--- config.mk ---
export PLATFORM = sky130hd
export DESIGN_NAME = crc6_frame_rx_flat
export DESIGN_NICKNAME = d
export VERILOG_FILES = /design/src/rtl/crc6_frame_rx_if.sv /design/src/rtl/crc6_frame_rx.sv /design/src/flat_wrapper.sv
export SDC_FILE = /design/constraint.sdc
export NUM_CORES = 1
export LEC_CHECK = 0
export ABC_AREA = 1
export BUFFER_PORTS_ARGS = -buffer_cell sky130_fd_sc_hd__buf_2
export CAP_MARGIN = 10
export CELL_PAD_IN_SITES_DETAIL_PLACEMENT = 1
export CELL_PAD_IN_SITES_GLOBAL_PLACEMENT = 2
export CORE_AREA = 5 5 70 98
export DETAILED_ROUTE_END_ITERATION = 16
export DIE_AREA = 0 0 75 103
export GPL_ROUTABILITY_DRIVEN = 0
export PLACE_DENSITY_LB_ADDON = 0.1
export RECOVER_POWER = 25
export REMOVE_ABC_BUFFERS = 1
export SLEW_MARGIN = 15
export SYNTH_ARGS = -nofsm -noshare
export SYNTH_HDL_FRONTEND = slang
export SYNTH_SLANG_ARGS = --single-unit
export TNS_END_PERCENT = 100
--- constraint.sdc ---
create_clock -name clk -period 2.35 [get_ports clk]
set_clock_uncertainty 0.1 [all_clocks]
set_input_delay 0.3525 -clock clk [delete_from_list [all_inputs] [get_ports clk]]
set_output_delay 0.3525 -clock clk [all_outputs]
set_load 0.01 [all_outputs]
--- src/rtl/crc6_frame_rx_if.sv ---
// Bundles the serial line inputs and the frame-result outputs of the CRC-6 frame receiver.
interface crc6_frame_rx_if #(
    parameter int DATA_W = 8,
    parameter int CRC_W  = 6
);
    logic              bit_en;
    logic              rx_bit;
    logic [DATA_W-1:0] data_out;
    logic [CRC_W-1:0]  crc_rx;
    logic [CRC_W-1:0]  crc_calc;
    logic              frame_valid;
    logic              crc_err;
    logic              frame_err;
    logic              busy;

    // Upstream side: drives the baud strobe and serial line, observes the results
    modport master (
        output bit_en, rx_bit,
        input  data_out, crc_rx, crc_calc, frame_valid, crc_err, frame_err, busy
    );

    // Receiver side
    modport slave (
        input  bit_en, rx_bit,
        output data_out, crc_rx, crc_calc, frame_valid, crc_err, frame_err, busy
    );
endinterface

--- src/rtl/crc6_frame_rx.sv ---
// Serial frame receiver: start bit, data byte MSB first, CRC-6 field MSB first, stop bit.
// The CRC over the data bits is computed serially as they arrive and presented alongside
// the received CRC field with a one-cycle valid strobe.
module crc6_frame_rx #(
    parameter int               DATA_W = 8,
    parameter int               CRC_W  = 6,
    parameter logic [CRC_W-1:0] POLY   = 6'h03,
    parameter logic [CRC_W-1:0] INIT   = 6'h37
) (
    input  logic        clk,
    input  logic        rst_n,
    crc6_frame_rx_if.slave bus
);

    localparam int CNT_W = $clog2((DATA_W > CRC_W) ? DATA_W : CRC_W);

    typedef enum logic [2:0] {IDLE, DATA, CRC, STOP, BREAK} state_t;

    state_t             r_state;
    state_t             w_nextState;
    logic [CNT_W-1:0]   r_bitCnt;
    logic [DATA_W-1:0]  r_dataShift;
    logic [CRC_W-1:0]   r_crcShift;
    logic [CRC_W-1:0]   r_crcCalc;
    logic [DATA_W-1:0]  r_dataOut;
    logic [CRC_W-1:0]   r_crcRxOut;
    logic [CRC_W-1:0]   r_crcCalcOut;
    logic               r_frameValid;
    logic               r_crcErr;
    logic               r_frameErr;

    logic               w_lastData;
    logic               w_lastCrc;
    logic               w_crcFb;
    logic [CRC_W-1:0]   w_crcNext;
    logic               w_busy;
    logic               w_frameGood;
    logic               w_frameBad;

    assign w_lastData = (r_bitCnt == CNT_W'(DATA_W - 1));
    assign w_lastCrc  = (r_bitCnt == CNT_W'(CRC_W - 1));
    assign w_crcFb    = r_crcCalc[CRC_W-1] ^ bus.rx_bit;
    assign w_crcNext  = {r_crcCalc[CRC_W-2:0], 1'b0} ^ (w_crcFb ? POLY : '0);

    // State register
    always_ff @(posedge clk or negedge rst_n) begin
        if (!rst_n) begin
            r_state <= IDLE;
        end else begin
            r_state <= w_nextState;
        end
    end

    // Next-state logic; the FSM only advances on baud strobes
    always_comb begin
        w_nextState = r_state;
        if (bus.bit_en) begin
            case (r_state)
                IDLE:    if (!bus.rx_bit) w_nextState = DATA;
                DATA:    if (w_lastData)  w_nextState = CRC;
                CRC:     if (w_lastCrc)   w_nextState = STOP;
                STOP:    w_nextState = bus.rx_bit ? IDLE : BREAK;
                BREAK:   if (bus.rx_bit)  w_nextState = IDLE;
                default: w_nextState = IDLE;
            endcase
        end
    end

    // Decoded state outputs: busy level and the stop-bit verdicts that launch the pulses
    always_comb begin
        w_busy      = (r_state != IDLE);
        w_frameGood = 1'b0;
        w_frameBad  = 1'b0;
        if (bus.bit_en && (r_state == STOP)) begin
            w_frameGood = bus.rx_bit;
            w_frameBad  = !bus.rx_bit;
        end
    end

    // Bit counter, data/CRC shift registers and serial CRC calculator
    always_ff @(posedge clk or negedge rst_n) begin
        if (!rst_n) begin
            r_bitCnt    <= '0;
            r_dataShift <= '0;
            r_crcShift  <= '0;
            r_crcCalc   <= '0;
        end else if (bus.bit_en) begin
            case (r_state)
                IDLE: begin
                    r_bitCnt  <= '0;
                    r_crcCalc <= INIT;
                end
                DATA: begin
                    r_dataShift <= {r_dataShift[DATA_W-2:0], bus.rx_bit};
                    r_crcCalc   <= w_crcNext;
                    r_bitCnt    <= w_lastData ? '0 : r_bitCnt + CNT_W'(1);
                end
                CRC: begin
                    r_crcShift <= {r_crcShift[CRC_W-2:0], bus.rx_bit};
                    r_bitCnt   <= w_lastCrc ? '0 : r_bitCnt + CNT_W'(1);
                end
                default: begin
                    r_bitCnt <= '0;
                end
            endcase
        end
    end

    // Result registers update only on a good stop bit; the strobes last one clock
    always_ff @(posedge clk or negedge rst_n) begin
        if (!rst_n) begin
            r_dataOut    <= '0;
            r_crcRxOut   <= '0;
            r_crcCalcOut <= '0;
            r_frameValid <= 1'b0;
            r_crcErr     <= 1'b0;
            r_frameErr   <= 1'b0;
        end else begin
            r_frameValid <= w_frameGood;
            r_crcErr     <= w_frameGood && (r_crcShift != r_crcCalc);
            r_frameErr   <= w_frameBad;
            if (w_frameGood) begin
                r_dataOut    <= r_dataShift;
                r_crcRxOut   <= r_crcShift;
                r_crcCalcOut <= r_crcCalc;
            end
        end
    end

    assign bus.data_out    = r_dataOut;
    assign bus.crc_rx      = r_crcRxOut;
    assign bus.crc_calc    = r_crcCalcOut;
    assign bus.frame_valid = r_frameValid;
    assign bus.crc_err     = r_crcErr;
    assign bus.frame_err   = r_frameErr;
    assign bus.busy        = w_busy;

endmodule

--- src/flat_wrapper.sv ---
// flat-port wrapper written by rule: the top's interface ports become plain ports
module crc6_frame_rx_flat 
#(
    parameter int               DATA_W = 8,
    parameter int               CRC_W  = 6,
    parameter logic [CRC_W-1:0] POLY   = 6'h03,
    parameter logic [CRC_W-1:0] INIT   = 6'h37
)
  (clk, rst_n, bus_bit_en, bus_rx_bit, bus_data_out, bus_crc_rx, bus_crc_calc, bus_frame_valid, bus_crc_err, bus_frame_err, bus_busy);
  crc6_frame_rx_if #(.DATA_W(DATA_W), .CRC_W(CRC_W)) bus_i ();
  input  logic clk;
  input  logic rst_n;
  input wire logic [$bits(bus_i.bit_en)-1:0] bus_bit_en;
  input wire logic [$bits(bus_i.rx_bit)-1:0] bus_rx_bit;
  output wire logic [$bits(bus_i.data_out)-1:0] bus_data_out;
  output wire logic [$bits(bus_i.crc_rx)-1:0] bus_crc_rx;
  output wire logic [$bits(bus_i.crc_calc)-1:0] bus_crc_calc;
  output wire logic [$bits(bus_i.frame_valid)-1:0] bus_frame_valid;
  output wire logic [$bits(bus_i.crc_err)-1:0] bus_crc_err;
  output wire logic [$bits(bus_i.frame_err)-1:0] bus_frame_err;
  output wire logic [$bits(bus_i.busy)-1:0] bus_busy;
  assign bus_i.bit_en = bus_bit_en;
  assign bus_i.rx_bit = bus_rx_bit;
  assign bus_data_out = bus_i.data_out;
  assign bus_crc_rx = bus_i.crc_rx;
  assign bus_crc_calc = bus_i.crc_calc;
  assign bus_frame_valid = bus_i.frame_valid;
  assign bus_crc_err = bus_i.crc_err;
  assign bus_frame_err = bus_i.frame_err;
  assign bus_busy = bus_i.busy;
  crc6_frame_rx #(.DATA_W(DATA_W), .CRC_W(CRC_W), .POLY(POLY), .INIT(INIT)) u_core (.clk(clk), .rst_n(rst_n), .bus(bus_i));
endmodule
==> report_table.html <==
<table>
<tr><th>Metric</th><th>Value</th></tr>
<tr><th colspan="2">STA</th></tr>
<tr><td>Final setup viols</td><td>0</td></tr>
<tr><td>Achievable clock frequency</td><td>0.587 GHz</td></tr>
<tr><td>Count of final max-slew check failures</td><td>0</td></tr>
<tr><td>Max-slew headroom at the worst pin</td><td>0.334</td></tr>
<tr><td>Crit share post-route</td><td>0.725</td></tr>
<tr><td>Count of endpoints failing hold in the final timing report</td><td>0</td></tr>
<tr><td>Final worst path period need</td><td>1.70 ns</td></tr>
<tr><td>Crit path setup slack, layout</td><td>0.646 ns</td></tr>
<tr><td>Setup TNS</td><td>0 ns</td></tr>
<tr><td>RSZ-0062 raised after global routing</td><td>false</td></tr>
<tr><td>Hold slack</td><td>0.264 ns</td></tr>
<tr><td>Pin slew with the least headroom to its limit</td><td>0.999 ns</td></tr>
<tr><th colspan="2">Critical path</th></tr>
<tr><td>Worst reg2reg path startpoint</td><td>u_core.r_state[0]$_DFFE_PN0P_</td></tr>
<tr><td>Required time at the endpoint of the critical path</td><td>1.90 ns</td></tr>
<tr><td>Worst R2R End</td><td>u_core.r_crcShift[3]$_DFFE_PN0P_</td></tr>
<tr><td>Setup slack on the worst flop-to-flop path</td><td>0.79 ns</td></tr>
<tr><td>Worst setup EP type</td><td>output port</td></tr>
<tr><td>Maximum fanout count along the critical path</td><td>5</td></tr>
<tr><td>Data arrival time of the critical path</td><td>1.25 ns</td></tr>
<tr><td>Startpoint class of the critical path</td><td>register</td></tr>
<tr><td>Logic depth of the worst register-to-register path</td><td>3</td></tr>
<tr><td>Type of the worst setup path</td><td>reg -&gt; out</td></tr>
<tr><th colspan="2">Route</th></tr>
<tr><td>Detailed Route WL</td><td>4420 µm</td></tr>
<tr><td>DR pass1 iterations</td><td>3</td></tr>
<tr><td># DRC</td><td>0</td></tr>
<tr><td>Initial detailed-routing violation count</td><td>83</td></tr>
<tr><td>Remaining antenna violation count</td><td>0</td></tr>
<tr><td>Average wire length per cell after detail routing</td><td>13.2 µm</td></tr>
<tr><td>Total via count in the routed design</td><td>1566</td></tr>
<tr><td>Number of vias per cell</td><td>4.67</td></tr>
<tr><th colspan="2">Yosys</th></tr>
<tr><td>Post-synthesis sequential element count</td><td>49</td></tr>
<tr><td>Per-instance average area after synthesis</td><td>9.35 µm²</td></tr>
<tr><td>Sequential area share after synthesis</td><td>0.568</td></tr>
<tr><td>Synthesis Warnings</td><td>0</td></tr>
<tr><td>Number of distinct library cells after synthesis</td><td>21</td></tr>
<tr><td>Synthesized instance count</td><td>231</td></tr>
<tr><td>Post-synthesis instance area</td><td>2160 µm²</td></tr>
<tr><th colspan="2">Placement</th></tr>
<tr><td>HPWL Detailed</td><td>3330 µm</td></tr>
<tr><td>Worst slack, placed</td><td>0.796 ns</td></tr>
<tr><td>Count of buffers from port buffering</td><td>27</td></tr>
<tr><th colspan="2">Global route</th></tr>
<tr><td>Via count of the first global-routing pass</td><td>1669</td></tr>
<tr><td>Number of antenna violations at the first check in global routing</td><td>0</td></tr>
<tr><td>Global-route usage over all layers</td><td>0.132</td></tr>
<tr><td>First-pass GRT wire length</td><td>7860 µm</td></tr>
<tr><td>Largest net degree at the start of global routing</td><td>40</td></tr>
<tr><td>Total grt overflow</td><td>0</td></tr>
<tr><th colspan="2">Min path</th></tr>
<tr><td>Worst hold path stage count</td><td>3</td></tr>
<tr><td>Worst Hold End</td><td>u_core.r_dataShift[0]$_DFFE_PN0P_</td></tr>
<tr><td>Min-delay worst type</td><td>in -&gt; reg</td></tr>
<tr><td>Hold path startpoint</td><td>bus_rx_bit</td></tr>
<tr><th colspan="2">Die</th></tr>
<tr><td>Number of rows in the core area</td><td>34</td></tr>
<tr><td>Chip width</td><td>75 µm</td></tr>
<tr><td>Chip height</td><td>103 µm</td></tr>
<tr><td>Starting Density</td><td>0.360</td></tr>
<tr><td>Placeable core region</td><td>6000 µm²</td></tr>
<tr><td>Die Outline Area</td><td>7730 µm²</td></tr>
<tr><td>Boundary pin count</td><td>28</td></tr>
<tr><th colspan="2">Layout</th></tr>
<tr><td>Commonest cells after routing, fill and taps aside</td><td>sky130_fd_sc_hd__nand2_1, sky130_fd_sc_hd__dfrtp_1, sky130_fd_sc_hd__inv_1</td></tr>
<tr><td>Storage element area</td><td>1230 µm²</td></tr>
<tr><td># diodes</td><td>0</td></tr>
<tr><td>Share of layout cells above drive strength 1</td><td>0.243</td></tr>
<tr><td>Final-layout fill cell count</td><td>719</td></tr>
<tr><td>Area added between synthesis and finish</td><td>16.0%</td></tr>
<tr><td>Area used by multi-input combinational logic</td><td>759 µm²</td></tr>
<tr><td>Net total in the final layout</td><td>270</td></tr>
<tr><td>Most common cell after layout, fill and taps aside</td><td>sky130_fd_sc_hd__nand2_1</td></tr>
<tr><td>Post-route core utilization</td><td>0.418</td></tr>
<tr><th colspan="2">Power and ir drop</th></tr>
<tr><td>Power per cell area</td><td>1310 nW/µm²</td></tr>
<tr><td>Largest vdd supply drop</td><td>0.000418 V</td></tr>
<tr><td>Leakage power</td><td>1.31 nW</td></tr>
<tr><th colspan="2">CTS</th></tr>
<tr><td>Clock latency of the later-clocked register in the worst-skew pair</td><td>0.30 ns</td></tr>
<tr><td>Longest Clk Path Bufs</td><td>2</td></tr>
<tr><td>Clock Tree Root</td><td>sky130_fd_sc_hd__clkbuf_8</td></tr>
<tr><td>H-tree levels</td><td>2</td></tr>
<tr><td>Clock Sinks</td><td>49</td></tr>
<tr><td>Number of buffers created by CTS</td><td>5</td></tr>
<tr><td>Clock transition at the registers of the reported paths</td><td>0.09 ns</td></tr>
<tr><td>Clock tree from TritonCTS</td><td>built</td></tr>
<tr><th colspan="2">Flow run</th></tr>
<tr><td>Number of maximum-capacitance violations</td><td>0</td></tr>
<tr><th colspan="2">Outcome</th></tr>
<tr><td>Outcome</td><td>finished, final reports clean</td></tr>
</table>
-- synth_stat cells --
master / number / area (µm²)
sky130_fd_sc_hd__nand3_2: 1 / 10.0
sky130_fd_sc_hd__nor2_2: 1 / 6.26
sky130_fd_sc_hd__xor2_1: 4 / 35.0
sky130_fd_sc_hd__dfrtp_1: 49 / 1230
sky130_fd_sc_hd__nor2_1: 10 / 37.5
sky130_fd_sc_hd__ha_1: 4 / 50.1
sky130_fd_sc_hd__nor3_1: 1 / 5.00
sky130_fd_sc_hd__inv_1: 28 / 105
sky130_fd_sc_hd__nand2_2: 11 / 68.8
sky130_fd_sc_hd__nand4_1: 1 / 6.26
sky130_fd_sc_hd__o22ai_1: 1 / 6.26
sky130_fd_sc_hd__nand3_1: 10 / 50.1
sky130_fd_sc_hd__o21ai_0: 24 / 120
sky130_fd_sc_hd__inv_2: 3 / 11.3
sky130_fd_sc_hd__buf_4: 2 / 15.0
sky130_fd_sc_hd__nand3_4: 1 / 17.5
sky130_fd_sc_hd__buf_6: 2 / 22.5
sky130_fd_sc_hd__o21ai_2: 10 / 87.6
sky130_fd_sc_hd__buf_2: 4 / 20.0
sky130_fd_sc_hd__a22oi_1: 5 / 37.5
sky130_fd_sc_hd__nand2_1: 59 / 221
-- state kept, by name (all words and copies together) (netlist names) --
name / cells
u_core.bus.crc_err: 1
u_core.bus.crc_calc: 6
u_core.r_crcCalc: 6
u_core.bus.frame_err: 1
u_core.bus.frame_valid: 1
u_core.bus.crc_rx: 6
u_core.r_state: 3
u_core.r_dataShift: 8
u_core.r_crcShift: 6
u_core.bus.data_out: 8
u_core.r_bitCnt: 3
-- timing repair --
action / 4_1_cts / 5_1_grt
resized for setup: 0 / 0
hold buffers: 1 / 0
setup buffers: 0 / 0
endpoints found under the hold margin: 49 / 0
-- cell type report --
cell class,instances,share of cell area
inverters,31,0.0464
repair buffers,32,0.0719
flip-flops and latches,49,0.489
clock inverters,3,0.0260
multi-input cells,143,0.303
well taps,72,0.0359
clock buffers,5,0.0275
-- per-stage QoR --
step / cells / power, W / area, µm²
global placement: 326 / 0.00260 / 2370
floorplan: 223 / 0.00219 / 2100
detailed placement: 326 / 0.00263 / 2370
CTS: 335 / 0.00335 / 2510
finish: 335 / 0.00327 / 2510
global route: 335 / 0.00358 / 2510
-- where the power goes --
part | internal, W | switching [W] | total, W
registers | 0.00118 | 0.000246 | 0.00143
logic | 0.000449 | 0.000702 | 0.00115
clock network | 0.000423 | 0.000276 | 0.000699
total | 0.00205 | 0.00122 | 0.00327
-- worst max-delay path by stage --
stage                                         to  slack, ns                          start  depth (start not counted)
2_1_floorplan  u_core.r_dataShift[7]$_DFFE_PN0P_       0.64  u_core.r_state[1]$_DFFE_PN0P_                          6
3_3_place_gp    u_core.r_crcShift[5]$_DFFE_PN0P_       0.87  u_core.r_state[0]$_DFFE_PN0P_                          4
3_5_place_dp    u_core.r_crcShift[3]$_DFFE_PN0P_       0.80  u_core.r_state[0]$_DFFE_PN0P_                          3
4_1_cts                                 bus_busy       0.63  u_core.r_state[0]$_DFFE_PN0P_                          3
5_1_grt          u_core.r_crcCalc[0]$_DFFE_PN0P_       0.54                          rst_n                          3
6_report                                bus_busy       0.65  u_core.r_state[0]$_DFFE_PN0P_                          3
-- metal layers --
layer	part of all wire	GRT usage	vias to the layer above	wire (µm)
li1	-	-	783	-
met1	0.42	0.161	758	1860
met2	0.53	0.232	19	2340
met3	0.029	0.0205	6	129
met4	0.018	0.0493	0	80
met5	0	0	-	0
-- critical path, cell delays in order (launching register included) --
cell and delay, ns:
sky130_fd_sc_hd__dfrtp_1 0.44, sky130_fd_sc_hd__nor2_1 0.28, sky130_fd_sc_hd__nand2_1 0.09, sky130_fd_sc_hd__buf_2 0.15
-- cell families (layout without fill, tap and decap cells) --
logic type      Yosys count  after routing  synth area share
fa+ha+maj                 4              4            0.0232
xor+xnor                  4              4            0.0162
buf+inv                  39             71            0.0805
flops                    49             49             0.568
compound gates           40             40             0.116
simple gates             95             95             0.196
No activity file was read; power rests on OpenSTA's default activity.
